### src/rtl/alu_operand_stage.sv
// Registered ALU operand stage: forwards rs1/rs2, selects DATA0/DATA1 by opcode and
// holds the result in a valid/ready output register with an optional skid entry.
module alu_operand_stage #(
   parameter int N    = 32,
   parameter int SKID = 1
) (
   input  logic         CLK,
   input  logic         RST_N,
   input  logic         IN_VALID,
   output logic         IN_READY,
   input  logic [6:0]   OPCODE,
   input  logic [2:0]   FUNCT3,
   input  logic         FUNCT1,
   input  logic [4:0]   RS1,
   input  logic [4:0]   RS2,
   input  logic [4:0]   RD,
   input  logic [N-1:0] RS1_DATA,
   input  logic [N-1:0] RS2_DATA,
   input  logic [N-1:0] PC,
   input  logic [19:0]  U_IMM20,
   input  logic [11:0]  IMM12,
   input  logic         FWD_EX_VALID,
   input  logic [4:0]   FWD_EX_RD,
   input  logic [N-1:0] FWD_EX_DATA,
   input  logic         FWD_WB_VALID,
   input  logic [4:0]   FWD_WB_RD,
   input  logic [N-1:0] FWD_WB_DATA,
   input  logic         FLUSH,
   output logic         OUT_VALID,
   input  logic         OUT_READY,
   output logic [N-1:0] DATA0,
   output logic [N-1:0] DATA1,
   output logic [N-1:0] STORE_DATA,
   output logic         ALU_EN,
   output logic [4:0]   OUT_RD,
   output logic [2:0]   OUT_FUNCT3,
   output logic         OUT_FUNCT1
);

   localparam logic [6:0] OPC_OP_IMM = 7'b0010011;
   localparam logic [6:0] OPC_OP     = 7'b0110011;
   localparam logic [6:0] OPC_LOAD   = 7'b0000011;
   localparam logic [6:0] OPC_STORE  = 7'b0100011;
   localparam logic [6:0] OPC_LUI    = 7'b0110111;
   localparam logic [6:0] OPC_AUIPC  = 7'b0010111;
   localparam logic [6:0] OPC_JAL    = 7'b1101111;
   localparam logic [6:0] OPC_JALR   = 7'b1100111;
   localparam logic [6:0] OPC_BRANCH = 7'b1100011;

   typedef struct packed {
      logic [N-1:0] data0;
      logic [N-1:0] data1;
      logic [N-1:0] store_data;
      logic         alu_en;
      logic [4:0]   rd;
      logic [2:0]   funct3;
      logic         funct1;
   } entry_t;

   logic [4:0]   src_idx [2];
   logic [N-1:0] src_rf  [2];
   logic [N-1:0] src_fwd [2];

   logic [N-1:0] imm_x;
   logic [N-1:0] u_x;
   logic [N-1:0] shamt;
   logic [N-1:0] op_data0;
   logic [N-1:0] op_data1;
   logic         op_alu_en;

   entry_t new_entry;
   entry_t out_reg;
   logic   out_valid_reg;
   logic   in_ready;

   assign src_idx[0] = RS1;
   assign src_idx[1] = RS2;
   assign src_rf[0]  = RS1_DATA;
   assign src_rf[1]  = RS2_DATA;

   // EX wins over WB because it holds the younger write to the same register.
   genvar gi;
   generate
      for (gi = 0; gi < 2; gi++) begin : g_fwd
         assign src_fwd[gi] = (src_idx[gi] == 5'd0)                          ? '0 :
                              (FWD_EX_VALID && (FWD_EX_RD == src_idx[gi]))   ? FWD_EX_DATA :
                              (FWD_WB_VALID && (FWD_WB_RD == src_idx[gi]))   ? FWD_WB_DATA :
                                                                               src_rf[gi];
      end
   endgenerate

   assign imm_x = N'($signed(IMM12));
   assign u_x   = N'($signed({U_IMM20, 12'b0}));
   assign shamt = N'(IMM12[4:0]);

   always_comb begin
      op_data0  = '0;
      op_data1  = '0;
      op_alu_en = 1'b0;
      case (OPCODE)
         OPC_OP_IMM: begin
            op_data0  = src_fwd[0];
            op_data1  = ((FUNCT3 == 3'b001) || (FUNCT3 == 3'b101)) ? shamt : imm_x;
            op_alu_en = 1'b1;
         end
         OPC_OP, OPC_BRANCH: begin
            op_data0  = src_fwd[0];
            op_data1  = src_fwd[1];
            op_alu_en = 1'b1;
         end
         OPC_LOAD, OPC_STORE: begin
            op_data0  = src_fwd[0];
            op_data1  = imm_x;
            op_alu_en = 1'b1;
         end
         OPC_LUI: begin
            op_data1  = u_x;
            op_alu_en = 1'b1;
         end
         OPC_AUIPC: begin
            op_data0  = PC;
            op_data1  = u_x;
            op_alu_en = 1'b1;
         end
         OPC_JAL, OPC_JALR: begin
            op_data0  = PC;
            op_data1  = N'(32'd4);
            op_alu_en = 1'b1;
         end
         default: begin
         end
      endcase
   end

   assign new_entry.data0      = op_data0;
   assign new_entry.data1      = op_data1;
   assign new_entry.store_data = src_fwd[1];
   assign new_entry.alu_en     = op_alu_en;
   assign new_entry.rd         = RD;
   assign new_entry.funct3     = FUNCT3;
   assign new_entry.funct1     = FUNCT1;

   generate
      if (SKID != 0) begin : g_skid
         entry_t skid_reg;
         logic   skid_valid_reg;
         logic   in_ready_reg;
         logic   accept;

         assign in_ready = in_ready_reg;
         assign accept   = IN_VALID & in_ready_reg;

         always_ff @(posedge CLK) begin
            if (!RST_N) begin
               out_valid_reg  <= 1'b0;
               skid_valid_reg <= 1'b0;
               in_ready_reg   <= 1'b0;
               out_reg        <= '0;
               skid_reg       <= '0;
            end else if (FLUSH) begin
               out_valid_reg  <= 1'b0;
               skid_valid_reg <= 1'b0;
               in_ready_reg   <= 1'b1;
            end else if (!out_valid_reg || OUT_READY) begin
               // Output slot frees this edge; a held skid entry always goes first.
               in_ready_reg <= 1'b1;
               if (skid_valid_reg) begin
                  out_reg        <= skid_reg;
                  out_valid_reg  <= 1'b1;
                  skid_valid_reg <= 1'b0;
               end else if (accept) begin
                  out_reg       <= new_entry;
                  out_valid_reg <= 1'b1;
               end else begin
                  out_valid_reg <= 1'b0;
               end
            end else if (accept) begin
               skid_reg       <= new_entry;
               skid_valid_reg <= 1'b1;
               in_ready_reg   <= 1'b0;
            end else begin
               in_ready_reg <= ~skid_valid_reg;
            end
         end
      end else begin : g_noskid
         logic rst_done_reg;

         // Held low through reset so nothing is accepted before the stage is live.
         assign in_ready = rst_done_reg & (~out_valid_reg | OUT_READY);

         always_ff @(posedge CLK) begin
            if (!RST_N) begin
               rst_done_reg  <= 1'b0;
               out_valid_reg <= 1'b0;
               out_reg       <= '0;
            end else begin
               rst_done_reg <= 1'b1;
               if (FLUSH) begin
                  out_valid_reg <= 1'b0;
               end else if (in_ready) begin
                  out_valid_reg <= IN_VALID;
                  if (IN_VALID) begin
                     out_reg <= new_entry;
                  end
               end
            end
         end
      end
   endgenerate

   assign IN_READY   = in_ready;
   assign OUT_VALID  = out_valid_reg;
   assign DATA0      = out_reg.data0;
   assign DATA1      = out_reg.data1;
   assign STORE_DATA = out_reg.store_data;
   assign ALU_EN     = out_reg.alu_en;
   assign OUT_RD     = out_reg.rd;
   assign OUT_FUNCT3 = out_reg.funct3;
   assign OUT_FUNCT1 = out_reg.funct1;

endmodule

### config.mk
export PLATFORM = sky130hd
export DESIGN_NAME = alu_operand_stage
export DESIGN_NICKNAME = d
export VERILOG_FILES = /design/src/rtl/alu_operand_stage.sv
export SDC_FILE = /design/constraint.sdc
export NUM_CORES = 1
export LEC_CHECK = 0
export BUFFER_PORTS_ARGS = -buffer_cell sky130_fd_sc_hd__buf_2
export CORE_UTILIZATION = 40
export DETAILED_ROUTE_END_ITERATION = 12
export GPL_ROUTABILITY_DRIVEN = 0
export PLACE_DENSITY = 0.62
export SKIP_LAST_GASP = 1
export SLEW_MARGIN = 5
export SYNTH_ARGS = -nofsm -noshare
export SYNTH_HDL_FRONTEND = slang
export SYNTH_SLANG_ARGS = --single-unit
### constraint.sdc
create_clock -name CLK -period 3.6 [get_ports CLK]
set_clock_uncertainty 0.2 [all_clocks]
set_input_delay 0.36 -clock CLK [delete_from_list [all_inputs] [get_ports CLK]]
set_output_delay 0.36 -clock CLK [all_outputs]
set_load 0.01 [all_outputs]
* Word-level counts from Yosys, hierarchy flattened
Cells that the tools add are included.
** Operators by class
- Reduce and logical (&&, ||, !) cells :: 21
- Bitwise operators :: 5
- Eq/ne operators :: 15
- Mux-type cells :: 17
** Operator list (number)
- 32-bit 2-to-1 mux :: 7
- 106-bit 2-to-1 mux :: 2
- 32-bit one-hot mux with 5 select lines :: 1
- 32-bit one-hot mux with 2 select lines :: 1
- 7-bit by 6-bit == test with 1-bit output (second input constant) :: 3
- 7-bit == test (second input constant) :: 3
- 5-bit == test :: 4
- 7-bit by 5-bit == test with 1-bit output (second input constant) :: 2
- 5-bit logical NOT :: 2
- 2-bit OR reduction :: 5
- 9-bit OR reduction :: 1
- 7-bit by 2-bit == test with 1-bit output (second input constant) :: 1
- 1-bit 2-to-1 mux :: 6
- 3-bit AND reduction :: 2
- 3-bit OR reduction :: 2
- 5-bit OR reduction :: 1
- 1-bit logical AND :: 4
- 1-bit inverter :: 4
- 3-bit by 1-bit == test with 1-bit output (second input constant) :: 1
- 3-bit == test (second input constant) :: 1
- 1-bit logical OR :: 2
- 2-bit nonzero test :: 1
- 1-bit bitwise AND :: 1
- 1-bit logical NOT :: 1
** Word-level totals
- Input port bits :: 235
- Word-level logic and storage cells :: 75
- Register bits :: 215
- Output and inout bits :: 108

* Depth between registers and ports, before layout
Gate-level depths: netlist of run 1.
- Depth after elaboration :: 8
- Depth in mapped cells :: 9
- Gate-level depth less buffers :: 6

* Worst setup path after synthesis of run 1
Ideal clock, no wire load.
- Path type :: input to register
- From :: input port RS2[2]
- To :: register out_reg (netlist bit STORE_DATA[18])
- Setup slack :: 1.558 ns
- Path buffers :: 2
- Required time :: 3.277 ns
- Library setup time :: 0.123 ns
- Stages on the path :: 7
- Arrival time :: 1.719 ns
- Cells stage by stage :: or4_1 > nor2_2 > nor2_1 > buf_4 > buf_4 > a221oi_1 > nor2_1
** Between the ends
- Cells in the longest elaborated chain, start to end :: 7
** Ends and longest elaborated chain
- from (decl) :: RTL line 15 : input logic [4:0] RS2,
- 5-bit == test :: RTL line 87 : (FWD_WB_VALID && (FWD_WB_RD == src_idx[gi])) ? FWD_WB_DATA :
- 1-bit logical AND :: RTL line 87
- 32-bit 2-to-1 mux :: RTL line 87
- 32-bit 2-to-1 mux :: RTL line 86 : (FWD_EX_VALID && (FWD_EX_RD == src_idx[gi])) ? FWD_EX_DATA :
- 32-bit 2-to-1 mux (*) :: RTL line 85 : assign src_fwd[gi] = (src_idx[gi] == 5'd0) ? '0 :
- 106-bit 2-to-1 mux (*) :: RTL line 171 : end else if (accept) begin
- 106-bit 2-to-1 mux (*) :: RTL line 167 : if (skid_valid_reg) begin
- to (signal assigned) :: RTL line 168 : out_reg <= skid_reg;
- to (signal assigned) :: RTL line 172 : out_reg <= new_entry;
- to (decl) :: RTL line 72 : entry_t out_reg;
Mark *: on every way between the ends. The rest lies on a longest branch, timed or not. The select of a mux whose other input is x is not followed.
A chain may end at the register's enable or synchronous reset.

* Final worst setup path of run 1
- From :: register g_skid.skid_valid_reg
- To :: register out_reg (netlist bit DATA1[25])
** Between the ends
- Cells in the longest elaborated chain, start to end :: 2
** Ends and longest elaborated chain
- from (decl) :: RTL line 146 : logic skid_valid_reg;
- from (signal assigned) :: RTL line 156 : skid_valid_reg <= 1'b0;
- from (signal assigned) :: RTL line 162 : skid_valid_reg <= 1'b0;
- from (signal assigned) :: RTL line 170 : skid_valid_reg <= 1'b0;
- 2-bit nonzero test (no source line)
- 3-bit AND reduction (no source line)
Several ways; a longest one is shown, not always the timed one.

==> impl_metrics.csv, run 1 <==
group,metric,value,unit
run_status,status,"completed",
power,switching_share,26.0,%
clocking,clk-insertion-delay-late,0.54,ns
sta,timing.max_slew.rel_slack,42.0,%
routing,drt_iter0_markers,1306,
die,number_of_cell_rows,60,
sta,report.final.setup_viol,0,
routing,dr_total_vias,12600,
power,internal_power,4.40,mW
clocking,tritoncts,"done",
worst_setup_path,worst-path-buf-inv,2,
synthesis,post_synth_instance_area,11100,um^2
synthesis,syn_avg_cell_area,8.18,um^2
worst_setup_path,critical_path_peak_fanout,64,
worst_setup_path,chain_of_cells_forming_the_critical_path,"buf_4, nand2b_1, buf_4, a21o_1, a21oi_1, a21oi_1",
synthesis,async_reset_ff_share,0,%
worst_setup_path,endpoint_kind,"flop",
power,p_total,5.95,mW
die,initial_core_utilization,41.1,%
synthesis,synth_ff_type,"dfxtp_1",
finish,final_layout_size_suffix_gt1_share,27.8,%
synthesis,synth.largest_area_cell,"dfxtp_1",
sta,fmaxAchievable,0.382,GHz
synthesis,synthDominantCellAreaShare,38.7,%
worst_setup_path,path_delay_family,"compound AO/OA/AOI/OAI gates",
power,p_clk_share,44.7,%
sta,final_min_period_over_clock_period,72.8,%
die,design.core.area,27100,um^2
place,placed_cells,1968,
power,p_per_area,408,nW/um^2
die,die_area,28500,um^2
sta,final.setup.tns,0,ns
clocking,cts-buffers-inserted,24,
sta,hold_viol_final,0,
synthesis,synth_top_cells_by_area,"dfxtp_1 (39%), o21ai_0 (7.8%), a21oi_1 (7.2%)",
finish,largest_register_ff_count,106,
routing,drc_errors,0,
finish,finalNetCount,1926,
worst_setup_path,timing.critical_path.slowest_cell_delay,0.61,ns
hold_path,worst_hold_path_type,"in -> reg",
power,share_comb_of_total_power,13.6,%
sta,grt_setup_unrepaired,"false",
synthesis,postSynthRegisterBits,215,
worst_setup_path,worst-setup-path-type,"reg -> reg",
routing,post_drt_via_cell_ratio,6.03,
finish,syn2layout_area_growth,31.1,%
synthesis,ys_seq_area_share,38.7,%
sta,final_max_slew_viol_count,0,
clocking,cts_root_buffer,"clkbuf_16",
global_route,grt_pass1_wl,69600,um
finish,multiInputGateArea,6230,um^2
synthesis,ys_top_cells_by_count,"dfxtp_1 (215), o21ai_0 (173), a21oi_1 (161), clkbuf_1 (101), nand2_1 (95)",
synthesis,synthDistinctLibCells,58,
die,chipWidth,169,um
routing,final_antenna_net_count,0,
worst_setup_path,timing.critical_path.from_type,"flop",
run,timing.max_cap.violations,0,
power,ir_drop,0.317,mV
clocking,cts_num_sinks,215,
global_route,gr-usage-all-layers,31.6,%
sta,slew_of_the_pin_with_the_lowest_slew_margin,0.870,ns
finish,layout.area.seq,4310,um^2
routing,drt_first_pass_iters,5,
global_route,grt_antenna_before_repair,11,
worst_setup_path,cp_data_required_time,3.87,ns
synthesis,yosysMostFrequentCell,"dfxtp_1",
die,chipHeight,169,um
clocking,cts.repair.resized,0,
power,total_leakage_power,5.76,nW
global_route,grt_max_degree,161,
power,switchingPower,1.55,mW
global_route,gr-total-overflow,0,
place,io_buffers,342,
routing,finalWirelength,46800,um
synthesis,synthCells,1360,
synthesis,synth_nets,1595,
place,dp_hpwl,32300,um
clocking,clk_pin_slew,0.06,ns
synthesis,synthesis.yosys.warnings,0,
global_route,grt_pass1_vias,11800,
die,top_level_i_o_count,343,
clocking,cts_htree_levels,1,
sta,fin_crit,2.62,ns
clocking,ctsLongestPathBuffers,3,
worst_setup_path,critPathSlowestCell,"buf_4",
finish,layout.filler_cells,2649,
synthesis,synth_enable_flop_cells,0,
worst_setup_path,worst-endpoint-arrival,2.89,ns
finish,layoutNonFillerInstCount,2084,
power,sequentialPowerShare,41.6,%
routing,post_drt_wl_per_cell,22.5,um
## worst paths after layout
kind                         startpoint             endpoint  slack [ns]  cells past startpoint
setup / recovery  g_skid.skid_valid_reg            DATA1[25]        0.98                      6
setup reg to reg  g_skid.skid_valid_reg            DATA1[25]        0.98                      6
hold / removal                    PC[6]             DATA0[6]        0.03                      3
hold reg to reg     g_skid.skid_reg[13]  g_skid.skid_reg[13]        0.26                      2
## cells in the final DEF (no fill, tap or decap), drive strengths merged, types with 3 or more instances in the layout
| master | count |
|---|---|
| a211oi | 42 |
| a21oi | 162 |
| a221oi | 31 |
| a22oi | 30 |
| a2bb2oi | 30 |
| a311oi | 5 |
| a31o | 5 |
| a31oi | 46 |
| and3 | 33 |
| buf | 377 |
| bufinv | 4 |
| clkbuf | 34 |
| clkinv | 3 |
| dfxtp | 215 |
| diode | 6 |
| dlygate4sd3 | 69 |
| inv | 3 |
| mux2i | 8 |
| nand2 | 96 |
| nand2b | 11 |
| nand3 | 42 |
| nand3b | 53 |
| nor2 | 69 |
| nor2b | 3 |
| nor3 | 31 |
| nor4 | 3 |
| o2111a | 16 |
| o211ai | 54 |
| o21ai | 183 |
| or2 | 3 |
| or3 | 7 |
| xnor2 | 16 |
| xor2 | 5 |
## worst reg2reg max path: stages (launching register included)
cell and delay [ns]:
dfxtp_4 0.34, buf_4 0.61, nand2b_1 0.21, buf_4 0.26, a21o_1 0.62, a21oi_1 0.13
a21oi_1 0.18
## per-stage QoR
stage | cell area [um^2] | utilization, % | hold slack (ns) | worst slack (ns)
CTS | 14600 | 53.8 | 0.000863 | 0.978
global route | 14600 | 53.8 | 0.0126 | 0.824
finish | 14600 | 53.8 | 0.0254 | 0.980
detailed placement | 13000 | 48.1 | 0.243 | 0.535
floorplan | 11100 | - | 0.232 | 1.56
global placement | 13000 | 48.1 | 0.240 | 0.591
## cell families after synthesis
family / synth area share, %
AOI/OAI and AO/OA: 36.5
xor gates and xnor gates: 1.65
buffers and inverters: 5.71
DFF: 38.7
muxes: 0.720
and+or+nand+nor: 16.8
## what timing repair did
action | CTS | global route
buffers inserted | 0 | 0
hold endpoints to repair | 116 | 0
hold buffers | 69 | 0
## power by group through the flow
stage / Clock, mW / Sequential (mW) / Combinational (mW)
after floorplan: 0 / 2.55 / 0.342
after global placement: 0 / 2.53 / 0.735
after detailed placement: 0 / 2.53 / 0.740
after CTS: 2.69 / 2.48 / 0.801
after global routing: 2.78 / 2.48 / 0.861
final: 2.66 / 2.48 / 0.812
## cell type report
| type | count | area share [%] |
|---|---|---|
| Multi-Input combinational cell | 1001 | 42.7 |
| Clock inverter | 7 | 1.00 |
| Antenna cell | 6 | 0.103 |
| Inverter | 3 | 0.0772 |
| Tap cell | 372 | 3.19 |
| Clock buffer | 34 | 4.78 |
| Timing Repair Buffer | 446 | 18.6 |
| Sequential cell | 215 | 29.5 |
## metal layers
layer | track usage [%] | share of wire (%) | routed length [um]
met3 | 5.38 | 8.5 | 3970
met4 | 11.8 | 3.5 | 1660
met5 | 0 | 0.15 | 69
met1 | 39.4 | 40 | 18500
met2 | 54.3 | 48 | 22600
Power figures use the tool's default switching activity.
==> run 2, diff against run 1 <==
--- a/config.mk
+++ b/config.mk
@@ -5,11 +5,12 @@
 export SDC_FILE = /design/constraint.sdc
 export NUM_CORES = 1
 export LEC_CHECK = 0
+export ABC_AREA = 1
 export BUFFER_PORTS_ARGS = -buffer_cell sky130_fd_sc_hd__buf_2
 export CORE_UTILIZATION = 40
 export DETAILED_ROUTE_END_ITERATION = 12
 export GPL_ROUTABILITY_DRIVEN = 0
-export PLACE_DENSITY = 0.62
+export PLACE_DENSITY = 0.61
 export SKIP_LAST_GASP = 1
 export SLEW_MARGIN = 5
 export SYNTH_ARGS = -nofsm -noshare
==> constraint.sdc (replaced) <==
create_clock -name CLK -period 2.55 [get_ports CLK]
set_clock_uncertainty 0.2 [all_clocks]
set_input_delay 0.255 -clock CLK [delete_from_list [all_inputs] [get_ports CLK]]
set_output_delay 0.255 -clock CLK [all_outputs]
set_load 0.01 [all_outputs]
==> run 2 against run 1 <==
Compared with the run above: setup slack worse by 0.82 ns; synthesized cell count up 37%; combinational power grew 51%; sequential share of layout area shrank 3.7 points; final cell count rose by 29%; worst hold slack got worse by 0.012 ns; critical path depth increased by 6; register-to-register slack lost 0.65 ns; utilization is 2.0 points higher; first-iteration DRC count up 14%; largest power group unchanged.
==> impl_metrics.csv, run 2 <==
group,metric,value,unit
routing,finalWirelength,50200,um
routing,post_drt_wl_per_cell,18.6,um
run,timing.max_cap.violations,0,
routing,drc_errors,0,
worst_setup_path,endpoint_kind,"flop",
global_route,grt_max_degree,148,
place,dp_hpwl,34400,um
synthesis,yosysMostFrequentCell,"nand2_1",
synthesis,synthCells,1858,
synthesis,synth.largest_area_cell,"dfxtp_1",
sta,fin_crit,2.39,ns
clocking,cts.repair.resized,0,
sta,timing.max_slew.rel_slack,48.8,%
worst_setup_path,critical_path_peak_fanout,32,
finish,most-common-layout-cells,"nand2_1 (410), buf_2 (341), nor2_1 (288)",
die,top_level_i_o_count,343,
synthesis,postSynthRegisterBits,215,
sta,final_min_period_over_clock_period,93.6,%
synthesis,syn_avg_cell_area,6.59,um^2
global_route,grt_pass1_wl,76700,um
synthesis,post_synth_instance_area,12200,um^2
run_status,status,"completed",
routing,post_drt_via_cell_ratio,5.41,
die,chipWidth,177,um
place,io_buffers,342,
die,design.core.area,29900,um^2
finish,final_layout_size_suffix_gt1_share,25.1,%
clocking,clk_pin_slew,0.06,ns
global_route,gr-total-overflow,0,
worst_setup_path,worstReg2RegStart,"OUT_VALID",
finish,largest_register_ff_count,106,
global_route,grt_pass1_vias,13600,
synthesis,synthDominantCellAreaShare,35.2,%
clocking,postCtsHoldBufs,158,
routing,drt_first_pass_iters,5,
worst_setup_path,timing.critical_path.from_type,"input port",
clocking,cts_num_sinks,215,
worst_setup_path,worst-endpoint-arrival,2.67,ns
power,ir_drop,0.563,mV
synthesis,synth_ff_type,"dfxtp_1",
synthesis,ys_seq_area_share,35.2,%
clocking,cts_root_buffer,"clkbuf_16",
clocking,cts_htree_levels,1,
sta,post-route-worst-setup-slack,0.163,ns
die,die_area,31300,um^2
synthesis,synthDistinctLibCells,35,
routing,final_antenna_net_count,0,
sta,final.setup.tns,0,ns
clocking,post_cts_buffers,0,
sta,slew_of_the_pin_with_the_lowest_slew_margin,0.768,ns
global_route,grt_antenna_before_repair,6,
synthesis,synth_top_cells_by_area,"dfxtp_1 (35%), nand2_1 (13%), nand3_1 (9.8%)",
routing,dr_total_vias,14600,
clocking,clk-insertion-delay-late,0.54,ns
sta,final_max_slew_viol_count,0,
sta,fmaxAchievable,0.419,GHz
global_route,gr-usage-all-layers,31.5,%
worst_setup_path,worst_setup_path_startpoint,"RS2[0]",
die,chipHeight,177,um
power,total_leakage_power,8.44,nW
clocking,cts-buffers-inserted,26,
clocking,tritoncts,"done",
sta,hold_viol_final,0,
power,p_per_area,505,nW/um^2
die,initial_core_utilization,41.0,%
worst_setup_path,cp_data_required_time,2.83,ns
worst_setup_path,worst-setup-path-type,"in -> reg",
routing,drt_iter0_markers,1492,
hold_path,hold_start,"U_IMM20[14]",
clocking,ctsLongestPathBuffers,3,
synthesis,synthesis.yosys.warnings,0,
finish,finalNetCount,2518,
synthesis,ys_top_cells_by_count,"nand2_1 (410), nor2_1 (288), nand3_1 (239), dfxtp_1 (215), a21oi_1 (150)",
sta,grt_setup_unrepaired,"false",
power,p_total,8.42,mW
finish,mostFrequentLayoutCell,"nand2_1",
sta,report.final.setup_viol,0,
finish,syn2layout_area_growth,36.2,%
synthesis,synth_nets,2093,
place,place_worst_setup_slack,0.330,ns
synthesis,synth_enable_flop_cells,0,
hold_path,worst_hold_path_type,"in -> reg",
synthesis,async_reset_ff_share,0,%
die,number_of_cell_rows,63,
[run 2: final timing paths]
kind	to	slack, ns	cells past startpoint
hold reg to reg	DATA0[24]	0.26	2
hold / removal	g_skid.skid_reg[68]	0.01	7
setup / recovery	g_skid.skid_reg[30]	0.16	12
setup reg to reg	g_skid.skid_reg[51]	0.33	10
[run 2: layout make-up]
| class | instances | area [um^2] |
|---|---|---|
| diodes | 5 | 12.5 |
| repair buffers | 536 | 3780 |
| well taps | 390 | 488 |
| multi-input cells | 1383 | 6770 |
| fillers | 2944 | 13200 |
| clock inverters | 4 | 47.5 |
| flip-flops and latches | 215 | 4310 |
| clock buffers | 43 | 806 |
| inverters | 121 | 467 |
[run 2: worst max-delay path, stage by stage]
cell	delay, ns
buf_2	0.13
inv_2	0.05
nand2_1	0.08
nand3_1	0.13
nor2_4	0.15
buf_12	0.21
nand3_1	0.17
nand3_2	0.12
dlygate4sd3_1	0.59
nand2_1	0.05
dlygate4sd3_1	0.56
a21oi_1	0.12
[run 2: cells by family after synthesis]
kind of cell / share of synthesized area [%]
AOI/OAI and AO/OA: 15.9
xor gates and xnor gates: 0.0716
buffers and inverters: 9.79
DFF: 35.2
and+or+nand+nor: 39.1
[run 2: per-stage QoR]
stage	hold slack, ns	util, %	cells	cell area [um^2]
floorplan	0.132	-	1858	12200
global placement	0.250	47.6	2487	14200
detailed placement	0.254	47.6	2487	14200
CTS	0.000930	55.8	2692	16700
global route	0.0387	55.8	2694	16700
finish	0.0133	55.8	2697	16700
[run 2: where the power goes]
group | internal [mW] | switching (mW) | total (mW) | leakage [nW]
clock network | 2.24 | 1.52 | 3.75 | 0.416
logic | 0.527 | 0.701 | 1.23 | 6.28
registers | 3.41 | 0.0261 | 3.43 | 1.74
[run 2: routing by layer]
layer  vias to the layer above  part of all wire (%)  global-route usage, %
li1                       7014                     -                      -
met1                      6760                    43                   42.4
met2                       708                    45                   50.4
met3                       102                   9.0                   5.67
met4                         2                   3.3                   10.8
met5                         -                 0.016                      0
